### src/rtl/phys_reg_free_list.sv
// Checkpointed circular free list of physical register tags for rename.
// Optional same-cycle enqueue-to-dequeue bypass when empty: FREE_LIST_BYPASS_EN.
module phys_reg_free_list #(
    parameter int FREE_LIST_DEPTH    = 32,
    parameter int NUM_PHYS_REGS      = 64,
    parameter int CHECKPOINT_COLUMNS = 4
) (
    input  logic                                  CLK,
    input  logic                                  RST,
    output logic                                  dequeue_valid,
    output logic [$clog2(NUM_PHYS_REGS)-1:0]      dequeue_phys_reg_tag,
    input  logic                                  dequeue_req,
    input  logic                                  enqueue_valid,
    input  logic [$clog2(NUM_PHYS_REGS)-1:0]      enqueue_phys_reg_tag,
    input  logic                                  save_valid,
    input  logic [$clog2(CHECKPOINT_COLUMNS)-1:0] save_column,
    input  logic                                  restore_valid,
    input  logic [$clog2(CHECKPOINT_COLUMNS)-1:0] restore_column,
    output logic                                  full,
    output logic                                  overflow_err
);

    localparam int TAG_W = $clog2(NUM_PHYS_REGS);
    localparam int IDX_W = $clog2(FREE_LIST_DEPTH);
    localparam int PTR_W = IDX_W + 1;

    typedef logic [TAG_W-1:0] phys_reg_tag_t;
    typedef logic [PTR_W-1:0] free_ptr_t;

    phys_reg_tag_t entries [FREE_LIST_DEPTH];
    free_ptr_t     columns [CHECKPOINT_COLUMNS];
    free_ptr_t     head;
    free_ptr_t     tail;
    free_ptr_t     head_next;

    logic [IDX_W-1:0] head_idx;
    logic [IDX_W-1:0] tail_idx;
    logic             empty;
    logic             deq_fire;
    logic             enq_fire;
    logic             bypass_fire;

    assign head_idx = head[IDX_W-1:0];
    assign tail_idx = tail[IDX_W-1:0];
    assign empty    = (head == tail);
    assign full     = (head_idx == tail_idx) && (head[PTR_W-1] != tail[PTR_W-1]);

`ifdef FREE_LIST_BYPASS_EN
    // An empty list forwards the incoming tag; if consumed it is never stored.
    assign bypass_fire          = empty && enqueue_valid && dequeue_req && !restore_valid;
    assign dequeue_valid        = !empty || enqueue_valid;
    assign dequeue_phys_reg_tag = empty ? enqueue_phys_reg_tag : entries[head_idx];
`else
    assign bypass_fire          = 1'b0;
    assign dequeue_valid        = !empty;
    assign dequeue_phys_reg_tag = entries[head_idx];
`endif

    assign deq_fire = dequeue_req && !empty && !restore_valid;
    assign enq_fire = enqueue_valid && !full && !bypass_fire;

    always_comb begin
        head_next = head;
        if (restore_valid) begin
            head_next = columns[restore_column];
        end else if (deq_fire) begin
            head_next = head + PTR_W'(1);
        end
    end

    always_ff @(posedge CLK or posedge RST) begin
        if (RST) begin
            for (int i = 0; i < FREE_LIST_DEPTH; i++) begin
                entries[i] <= phys_reg_tag_t'(NUM_PHYS_REGS - FREE_LIST_DEPTH + i);
            end
            for (int c = 0; c < CHECKPOINT_COLUMNS; c++) begin
                columns[c] <= '0;
            end
            head         <= '0;
            tail         <= {1'b1, {IDX_W{1'b0}}};
            overflow_err <= 1'b0;
        end else begin
            head <= head_next;
            if (enq_fire) begin
                entries[tail_idx] <= enqueue_phys_reg_tag;
                tail              <= tail + PTR_W'(1);
            end
            if (enqueue_valid && full) begin
                overflow_err <= 1'b1;
            end
            // Save sees the post-dequeue / post-restore head.
            if (save_valid) begin
                columns[save_column] <= head_next;
            end
        end
    end

endmodule

### config.mk
export PLATFORM = sky130hd
export DESIGN_NAME = phys_reg_free_list
export DESIGN_NICKNAME = d
export VERILOG_FILES = /design/src/rtl/phys_reg_free_list.sv
export SDC_FILE = /design/constraint.sdc
export NUM_CORES = 1
export LEC_CHECK = 0
export BUFFER_PORTS_ARGS = -buffer_cell sky130_fd_sc_hd__buf_2
export CORE_ASPECT_RATIO = 0.5
export CORE_MARGIN = 4
export CORE_UTILIZATION = 55
export DETAILED_ROUTE_END_ITERATION = 8
export GPL_TIMING_DRIVEN = 1
export HOLD_SLACK_MARGIN = 0.1
export PLACE_DENSITY = 0.71
export SLEW_MARGIN = 10
export SYNTH_ARGS = -nofsm -noshare
export SYNTH_HDL_FRONTEND = slang
export SYNTH_SLANG_ARGS = --single-unit
### constraint.sdc
create_clock -name CLK -period 13.4 [get_ports CLK]
set_input_delay 1.34 -clock CLK [delete_from_list [all_inputs] [get_ports CLK]]
set_output_delay 1.34 -clock CLK [all_outputs]
set_load 0.01 [all_outputs]
==> metrics.cfg, run 1 <==
[run_status]
run_status=complete, no violations

[yosys]
yosys_register_bits=229
yosysTopAreaCellShare_pct=27.3
synth_sequential_area_ratio_pct=53.9
ys_dominant_reg_cell=dfrtp_1
synth_commonest_cells=mux2_2 (193), dfrtp_1 (116), dfstp_2 (113)
ys_types=38
synthMostInstantiatedCell=mux2_2
yosys_warnings=0
synthesis.nets=731
number_of_flops_mapped_to_enable_cells_by_yosys=0
mappedNetlistArea_um2=10900
syn-mean-instance-area_um2=15.3
async_flop_share_pct=100
syn_inst=710
synth.largest_area_cell=dfstp_2
synthTopCellsByArea=dfstp_2 (27%), dfrtp_1 (27%), mux2_2 (20%), mux4_2 (14%), nand3_1 (1.3%)

[critical_path]
crit_path_start=head[0]
cp-endpoint=dequeue_phys_reg_tag[4]
critical_path_required_ns=12.06
worstSetupStartpointType=register
worstSetupEndpointType=output pin
ff2ff_path_depth=6
reg2reg_slack_ns=9.59
worst-endpoint-arrival_ns=3.29
crit-reg2reg-capture=entries[26]
reg2reg_from=head[0]
critical_path.max_fanout=55
criticalPathCategory=register to output pin

[clock_tree]
ctsLongestPathBuffers=3
cts_post_setup_buffers_inserted=0
cts_clock_pin_slew_for_the_worst_setup_and_hold_paths_ns=0.07
post_cts_hold_buffer_count=0
ctsRootBufferMaster=clkbuf_16
htreeDepth=1
numClockSinks=229
worst_skew_pair.late_latency_ns=0.51
cts_tree=yes
cts_inserted_buffers=22
number_of_cells_upsized_or_downsized_after_cts=0

[routing]
detailroute.via_count=5963
route.detailed.vias_per_inst=6.00
drt-initial-drc-count=439
drt_first_pass_iters=4
met1_length_um=10700
routed-wl-met2_um=10700
postRouteWirelength_um=22700
top_routing_layer_in_use=met4
post-route-drc-count=0
met3WireLength_um=813
routed_wire_length_per_instance_um=22.8
antenna_violating_nets_left=0

[final_layout]
final_nets=733
final_core_utilization_pct=60.9
syn2layout_area_growth_pct=8.87
final_layout_size_suffix_gt1_share_pct=61.5
n_fill_cell=1444
multi_input_area_um2=4730
num_antenna_cells=0
seqCellArea_um2=5880
design_area_um2=11900

[place]
numPortBuffers=24
post_dp_cell_area_um2=11200
hpwlAfterDp_um=14500
place.gp.congestion=0.811

[sta]
min_period_ns=4.63
max_slew_margin_pct=26.7
skew_ns=0.0181
finalHoldViolCount=0
setup_viol=0
slew_viols_final=0
fin_crit_sh_pct=34.6
setup_tns_ns=0
grt_setup_unrepaired=false
worst_slew_pin_slew_ns=1.10
timing.fmax_mhz=216

[global_route]
antenna_found_initial=0
grt_pass1_vias=6379
overflow=0
grt_first_pass_wirelength_um=37500
track_usage_pct=21.8
pin_count_of_the_biggest_net_entering_global_routing=82

[floorplanning]
core.rowCount=36
die_width_um=207
placeableCoreArea_um2=19500
initial_utilization_pct=55.9
die-area_um2=22200
die_h_um=107
i_o_pin_count=25

[power_and_ir_drop]
max-vdd-ir-drop_mv=0.0792
pwr_density_cell_nw_per_um2=234
power.leakage_nw=5.17

[hold_path]
hold_path_class=register to register

[flow_run]
max_cap_violations=0

-- placed cells by master, fill, tap and decap left out, types with 4 or more instances in the layout --
master     netlist  routed
ha_1             5       5
nand2_1         24      24
dfstp_2        113     113
xor2_1          13      13
clkbuf_1        35       9
mux2_2         193     193
nor2_1           5       5
nand2_4          7       7
clkbuf_8         0       6
mux2i_1         11      11
o21ai_1          4       4
o21ai_0         14      14
clkbuf_16        0      22
o31ai_1          4       4
dfrtp_1        116     114
inv_1           14      13
mux4_2          66      66
nand3_1         29      29
buf_2            9      24
mux2_1           7       7
buf_4            5       5
-- state kept, by name, indices dropped and copies added (netlist names) --
register,count
tail,6
head,6
entries,192
overflow_err,1
columns,24
-- layout make-up --
| cell class | count | area share, % |
|---|---|---|
| multi-input cells | 416 | 39.9 |
| inverters | 14 | 0.507 |
| clock inverters | 3 | 0.274 |
| clock buffers | 37 | 5.63 |
| repair buffers | 29 | 1.33 |
| flip-flops and latches | 229 | 49.6 |
| well taps | 266 | 2.81 |
-- cell families after synthesis --
logic type	Yosys count	synth area share, %
muxes	277	35.4
DFF	229	53.9
and+or+nand+nor	89	4.65
buffers and inverters	65	2.65
AOI/OAI and AO/OA	31	1.70
xor gates and xnor gates	14	1.13
adders and majority gates	5	0.575
-- through the flow --
step                      worst slack, ns  std cells  hold slack (ns)  total power [mW]
after global placement               9.27        954            0.433              2.14
after CTS                            8.68        994            0.471              2.79
after global routing                 8.55        994            0.486              2.93
final                                8.77        994            0.467              2.77
after floorplan                      5.97        710            0.445              1.95
after detailed placement             9.22        954            0.455              2.18
-- report_power, final --
| group | leakage, nW | switching, mW | internal [mW] | total (mW) |
|---|---|---|---|---|
| registers | 2.65 | 0.207 | 1.07 | 1.28 |
| clock network | 0.342 | 0.259 | 0.341 | 0.600 |
| logic | 2.18 | 0.359 | 0.530 | 0.889 |
| total | 5.17 | 0.825 | 1.94 | 2.77 |
-- how the worst min path moves through the flow --
stage / slack [ns] / startpoint / endpoint / cells after the start
final: 0.47 / overflow_err / overflow_err / 1
after global routing: 0.49 / overflow_err / overflow_err / 1
after CTS: 0.47 / overflow_err / overflow_err / 1
after detailed placement: 0.46 / overflow_err / overflow_err / 1
after global placement: 0.43 / overflow_err / overflow_err / 1
after floorplan: 0.44 / columns[10] / columns[10] / 2
-- critical path, stage by stage, from the launching register on --
cell and delay (ns):
dfrtp_4 1.13, mux4_2 0.62, mux4_2 0.54, mux2_2 0.30
buf_2 0.14
-- layer usage --
metal	vias up	global-route usage, %
li1	2634	-
met1	3196	32.8
met2	97	34.3
met3	36	3.37
met4	0	4.48
met5	-	0
(Power assumes the default switching activity.)
==> inputs of run 2 (changes only) <==
- PLACE_DENSITY: 0.71 -> 0.74
- clock period: 13.4 -> 3.95 ns (I/O delays scaled with it)
==> run 2 against run 1 <==
Die area unchanged. Clock skew decreased by 0.0021 ns. Worst hold slack got worse by 0.35 ns. Register-to-register slack got worse by 8.8 ns. Combinational power increased to 3.6 times the previous value. Wire length increased by 2.3%. Sequential power increased to 3.3 times the previous value. Critical path depth increased by 1. Final area increased by 0.60%. Sequential share of layout area decreased by 0.30 points. Clock-buffer cell count decreased by 3.
==> metrics.cfg, run 2 (synthesis gave the netlist of run 1 again) <==
[final_layout]
syn2layout_area_growth_pct=9.53
final_nets=734
final_core_utilization_pct=61.3
commonest_cells_after_routing_fill_and_taps_aside=mux2_2 (193), dfrtp_1 (114), dfstp_2 (113), mux4_2 (66), nand3_1 (29)
largest_register_ffs=192
registers.top_by_ff_count=entries
final_layout_size_suffix_gt1_share_pct=61.6
num_antenna_cells=0
layout.cells.most_common=mux2_2
largestRegisters=entries (192), columns (24)
design_area_um2=11900
instances_no_fill=995

[clock_tree]
cts_inserted_buffers=22
htreeDepth=1
cts_tree=yes
number_of_cells_upsized_or_downsized_after_cts=0
worst_skew_pair.late_latency_ns=0.51
ctsRootBufferMaster=clkbuf_16
ctsLongestPathBuffers=3
numClockSinks=229
cts_post_setup_buffers_inserted=0
cts_clock_pin_slew_for_the_worst_setup_and_hold_paths_ns=0.07
post_cts_hold_buffer_count=0

[routing]
top_routing_layer_in_use=met4
post-route-drc-count=0
postRouteWirelength_um=23200
drt_first_pass_iters=4
routed_wire_length_per_instance_um=23.3
drt-initial-drc-count=606
route.detailed.vias_per_inst=6.13
antenna_violating_nets_left=0
met3WireLength_um=1100
routed-wl-met2_um=11000
detailroute.via_count=6099
met1_length_um=10700

[critical_path]
worst-endpoint-arrival_ns=3.09
worstSetupStartpointType=register
ff2ff_path_depth=6
reg2reg_from=head[0]
critical_path.max_fanout=37
critical_path_required_ns=3.56
cp-endpoint=dequeue_phys_reg_tag[0]
criticalPathCategory=register to output pin
crit-reg2reg-capture=entries[26]
reg2reg_slack_ns=0.83
crit_path_start=head[0]
worstSetupEndpointType=output pin

[place]
numPortBuffers=24
hpwlAfterDp_um=14900
pre_cts_slack_ns=0.852
post_dp_cell_area_um2=11200
placed_cells=955
place.gp.congestion=0.758

[power_and_ir_drop]
power.switching_mw=2.88
max-vdd-ir-drop_mv=0.333
comb_power_share_pct=33.4
sequentialPowerShare_pct=44.5
p_clk_share_pct=22.0
p_total_mw=9.57
pwr_density_cell_nw_per_um2=803
power_report.internal_total_mw=6.69
netSwitchingFraction_pct=30.1
power.leakage_nw=5.20

[global_route]
pin_count_of_the_biggest_net_entering_global_routing=101
grt_pass1_vias=6364
overflow=0
track_usage_pct=22.0
antenna_found_initial=0
grt_first_pass_wirelength_um=37500

[sta]
slew_viols_final=0
fin_crit_sh_pct=88.2
setup_viol=0
max_slew_margin_pct=31.7
skew_ns=0.0159
setup_tns_ns=0
worst_slew_pin_slew_ns=1.02
grt_setup_unrepaired=false
timing.fmax_mhz=287
worst_hold_slack_ns=0.121
finalHoldViolCount=0
min_period_ns=3.49
fin_ws_ns=0.464

[floorplanning]
i_o_pin_count=25
core.rowCount=36
die_h_um=107
die-area_um2=22200
placeableCoreArea_um2=19500
initial_utilization_pct=55.9
die_width_um=207

[flow_run]
max_cap_violations=0

[hold_path]
hold_path_class=input port to async pin

[run_status]
run_status=complete, no violations

run 2: layout make-up:
type | count | area, µm²
tap | 266 | 333
multi-input combinational | 416 | 4730
sequential | 229 | 5880
inverter | 14 | 56.3
clock buffer | 34 | 626
clock inverter | 6 | 91.3
fill | 1450 | 7530
timing repair buffer | 30 | 215
run 2: per-layer routing:
| layer | vias up | global-route usage, % |
|---|---|---|
| li1 | 2635 | - |
| met4 | 0 | 3.68 |
| met1 | 3309 | 32.7 |
| met2 | 126 | 35.3 |
| met5 | - | 0 |
| met3 | 29 | 3.67 |
run 2: power by group through the flow:
stage                     clock [mW]  combinational, mW  sequential, mW
after global routing            2.26               3.46            4.38
after CTS                       2.15               3.24            4.26
after detailed placement           0               3.22            4.29
final                           2.11               3.20            4.26
after floorplan                    0               2.64            3.98
after global placement             0               3.14            4.23
run 2: how the worst min path moves through the flow:
stage,end,startpoint,cells after the start,slack (ns)
floorplan,columns[10],columns[10],2,0.44
global placement,overflow_err,overflow_err,1,0.43
detailed placement,overflow_err,overflow_err,1,0.44
CTS,entries[92],RST,2,0.14
global route,overflow_err,enqueue_valid,2,0.14
finish,entries[92],RST,2,0.12
run 2: worst max-delay path: stages (launching register included):
cell     delay, ns
dfrtp_4       0.68
buf_12        0.34
mux4_2        0.58
mux4_2        0.54
mux2_2        0.28
buf_2         0.14
==> inputs of run 3 (changes only) <==
- PLACE_DENSITY: 0.74 -> 0.71
- clock period: 3.95 -> 3.36 ns (I/O delays scaled with it)
==> run 3 against run 2 <==
Via count down 1.4%. Clock skew shrank 0.0051 ns. Critical path depth is the same. Largest cell class unchanged. Largest power group unchanged. Highest routed layer unchanged.
==> metrics.cfg, run 3 (synthesis gave the netlist of run 1 again) <==
[global_route]
grt_pass1_vias=6531
overflow=0
pin_count_of_the_biggest_net_entering_global_routing=104
grt_first_pass_wirelength_um=37900
antenna_found_initial=0
track_usage_pct=22.1

[clock_tree]
cts_inserted_buffers=21
cts_clock_pin_slew_for_the_worst_setup_and_hold_paths_ns=0.07
number_of_cells_upsized_or_downsized_after_cts=0
ctsRootBufferMaster=clkbuf_16
cts_tree=yes
worst_skew_pair.late_latency_ns=0.49
ctsLongestPathBuffers=3
numClockSinks=229
htreeDepth=1

[power_and_ir_drop]
power.leakage_nw=5.26
pwr_density_cell_nw_per_um2=940
max-vdd-ir-drop_mv=0.344
p_total_mw=11.3

[final_layout]
registers.top_by_ff_count=entries
n_fill_cell=1433
seqCellArea_um2=5880
layout.cells.most_common=mux2_2
final_core_utilization_pct=61.7
multi_input_area_um2=4730
syn2layout_area_growth_pct=10.2
largest_register_ffs=192
commonest_cells_after_routing_fill_and_taps_aside=mux2_2 (193), dfrtp_1 (114), dfstp_2 (113), mux4_2 (66), nand3_1 (29)
num_antenna_cells=0
final_layout_size_suffix_gt1_share_pct=62.6
final_nets=745
largestRegisters=entries (192), columns (24)

[sta]
worst_slew_pin_slew_ns=0.884
slew_viols_final=0
timing.fmax_mhz=311
skew_ns=0.0108
max_slew_margin_pct=41.1
fin_crit_sh_pct=95.7
setup_tns_ns=0
grt_setup_unrepaired=false
fin_ws_ns=0.144
finalHoldViolCount=0
setup_viol=0
min_period_ns=3.22

[run_status]
run_status=complete, no violations

[routing]
route.detailed.vias_per_inst=5.99
routed_wire_length_per_instance_um=23.2
drt_first_pass_iters=5
drt-initial-drc-count=350
postRouteWirelength_um=23300
antenna_violating_nets_left=0
detailroute.via_count=6015
post-route-drc-count=0

[place]
numPortBuffers=24
hpwlAfterDp_um=15600
place.gp.congestion=0.812
pre_cts_slack_ns=0.575

[critical_path]
ff2ff_path_depth=7
worstSetupEndpointType=output pin
critical_path.max_fanout=20
worst-endpoint-arrival_ns=2.88
critical_path_required_ns=3.02
criticalPathCategory=register to output pin
worstSetupStartpointType=register

[floorplanning]
die_width_um=207
placeableCoreArea_um2=19500
die_h_um=107
core.rowCount=36
i_o_pin_count=25
die-area_um2=22200
initial_utilization_pct=55.9

[hold_path]
hold_path_class=input port to register
hold_path_depth=2

[flow_run]
max_cap_violations=0

## run 3: cell count changes in the layout (fill, tap and decap cells not counted), sizes merged
cell	change
clkbuf	-7
dlygate4sd3	+1
clkinv	+3
buf	+11
bufinv	+1
## run 3: repair_timing
item | CTS | global route
hold buffers | 1 | 0
buffers inserted | 0 | 1
endpoints found under the hold margin | 46 | 0
endpoints found under the setup margin | 0 | 5
## run 3: worst max-delay path, cell delays in order (launching register included)
cell     delay (ns)
dfrtp_2        0.73
buf_4          0.36
mux4_2         0.35
mux4_2         0.48
mux2_2         0.30
buf_2          0.15
## run 3: worst paths after layout
check / start / to / slack, ns
max reg2reg: head[0] / entries[3] / 0.52
max: head[1] / dequeue_phys_reg_tag[0] / 0.14
min: enqueue_valid / overflow_err / 0.14
min reg2reg: overflow_err / overflow_err / 0.45
min in group asynchronous: RST / head[3] / 0.30
max in group asynchronous: RST / entries[39] / 2.26
## run 3: where the power goes
part           internal (mW)  switching [mW]
registers               4.28           0.734
logic                   2.21            1.61
clock network           1.43            1.02
## run 3: layout make-up
type / instances / share of cell area [%]
well taps: 266 / 2.77
flip-flops and latches: 229 / 49.0
clock buffers: 27 / 4.74
inverters: 14 / 0.469
clock inverters: 10 / 1.04
multi-input cells: 416 / 39.4
repair buffers: 42 / 2.60
## run 3: layer usage
layer	global-route usage, %	vias up	wire (µm)
met4	5.28	0	479
li1	-	2653	-
met5	0	-	0
met1	31.8	3201	10700
met3	4.46	37	1070
met2	35.2	124	11000
## run 3: stage by stage
step                      cells  cell area [µm²]  hold slack [ns]
after global placement      965            11300            0.266
after detailed placement    965            11300            0.268
after CTS                  1003            12000            0.114
final                      1004            12000            0.145
after floorplan             710            10900            0.445
after global routing       1004            12000            0.136
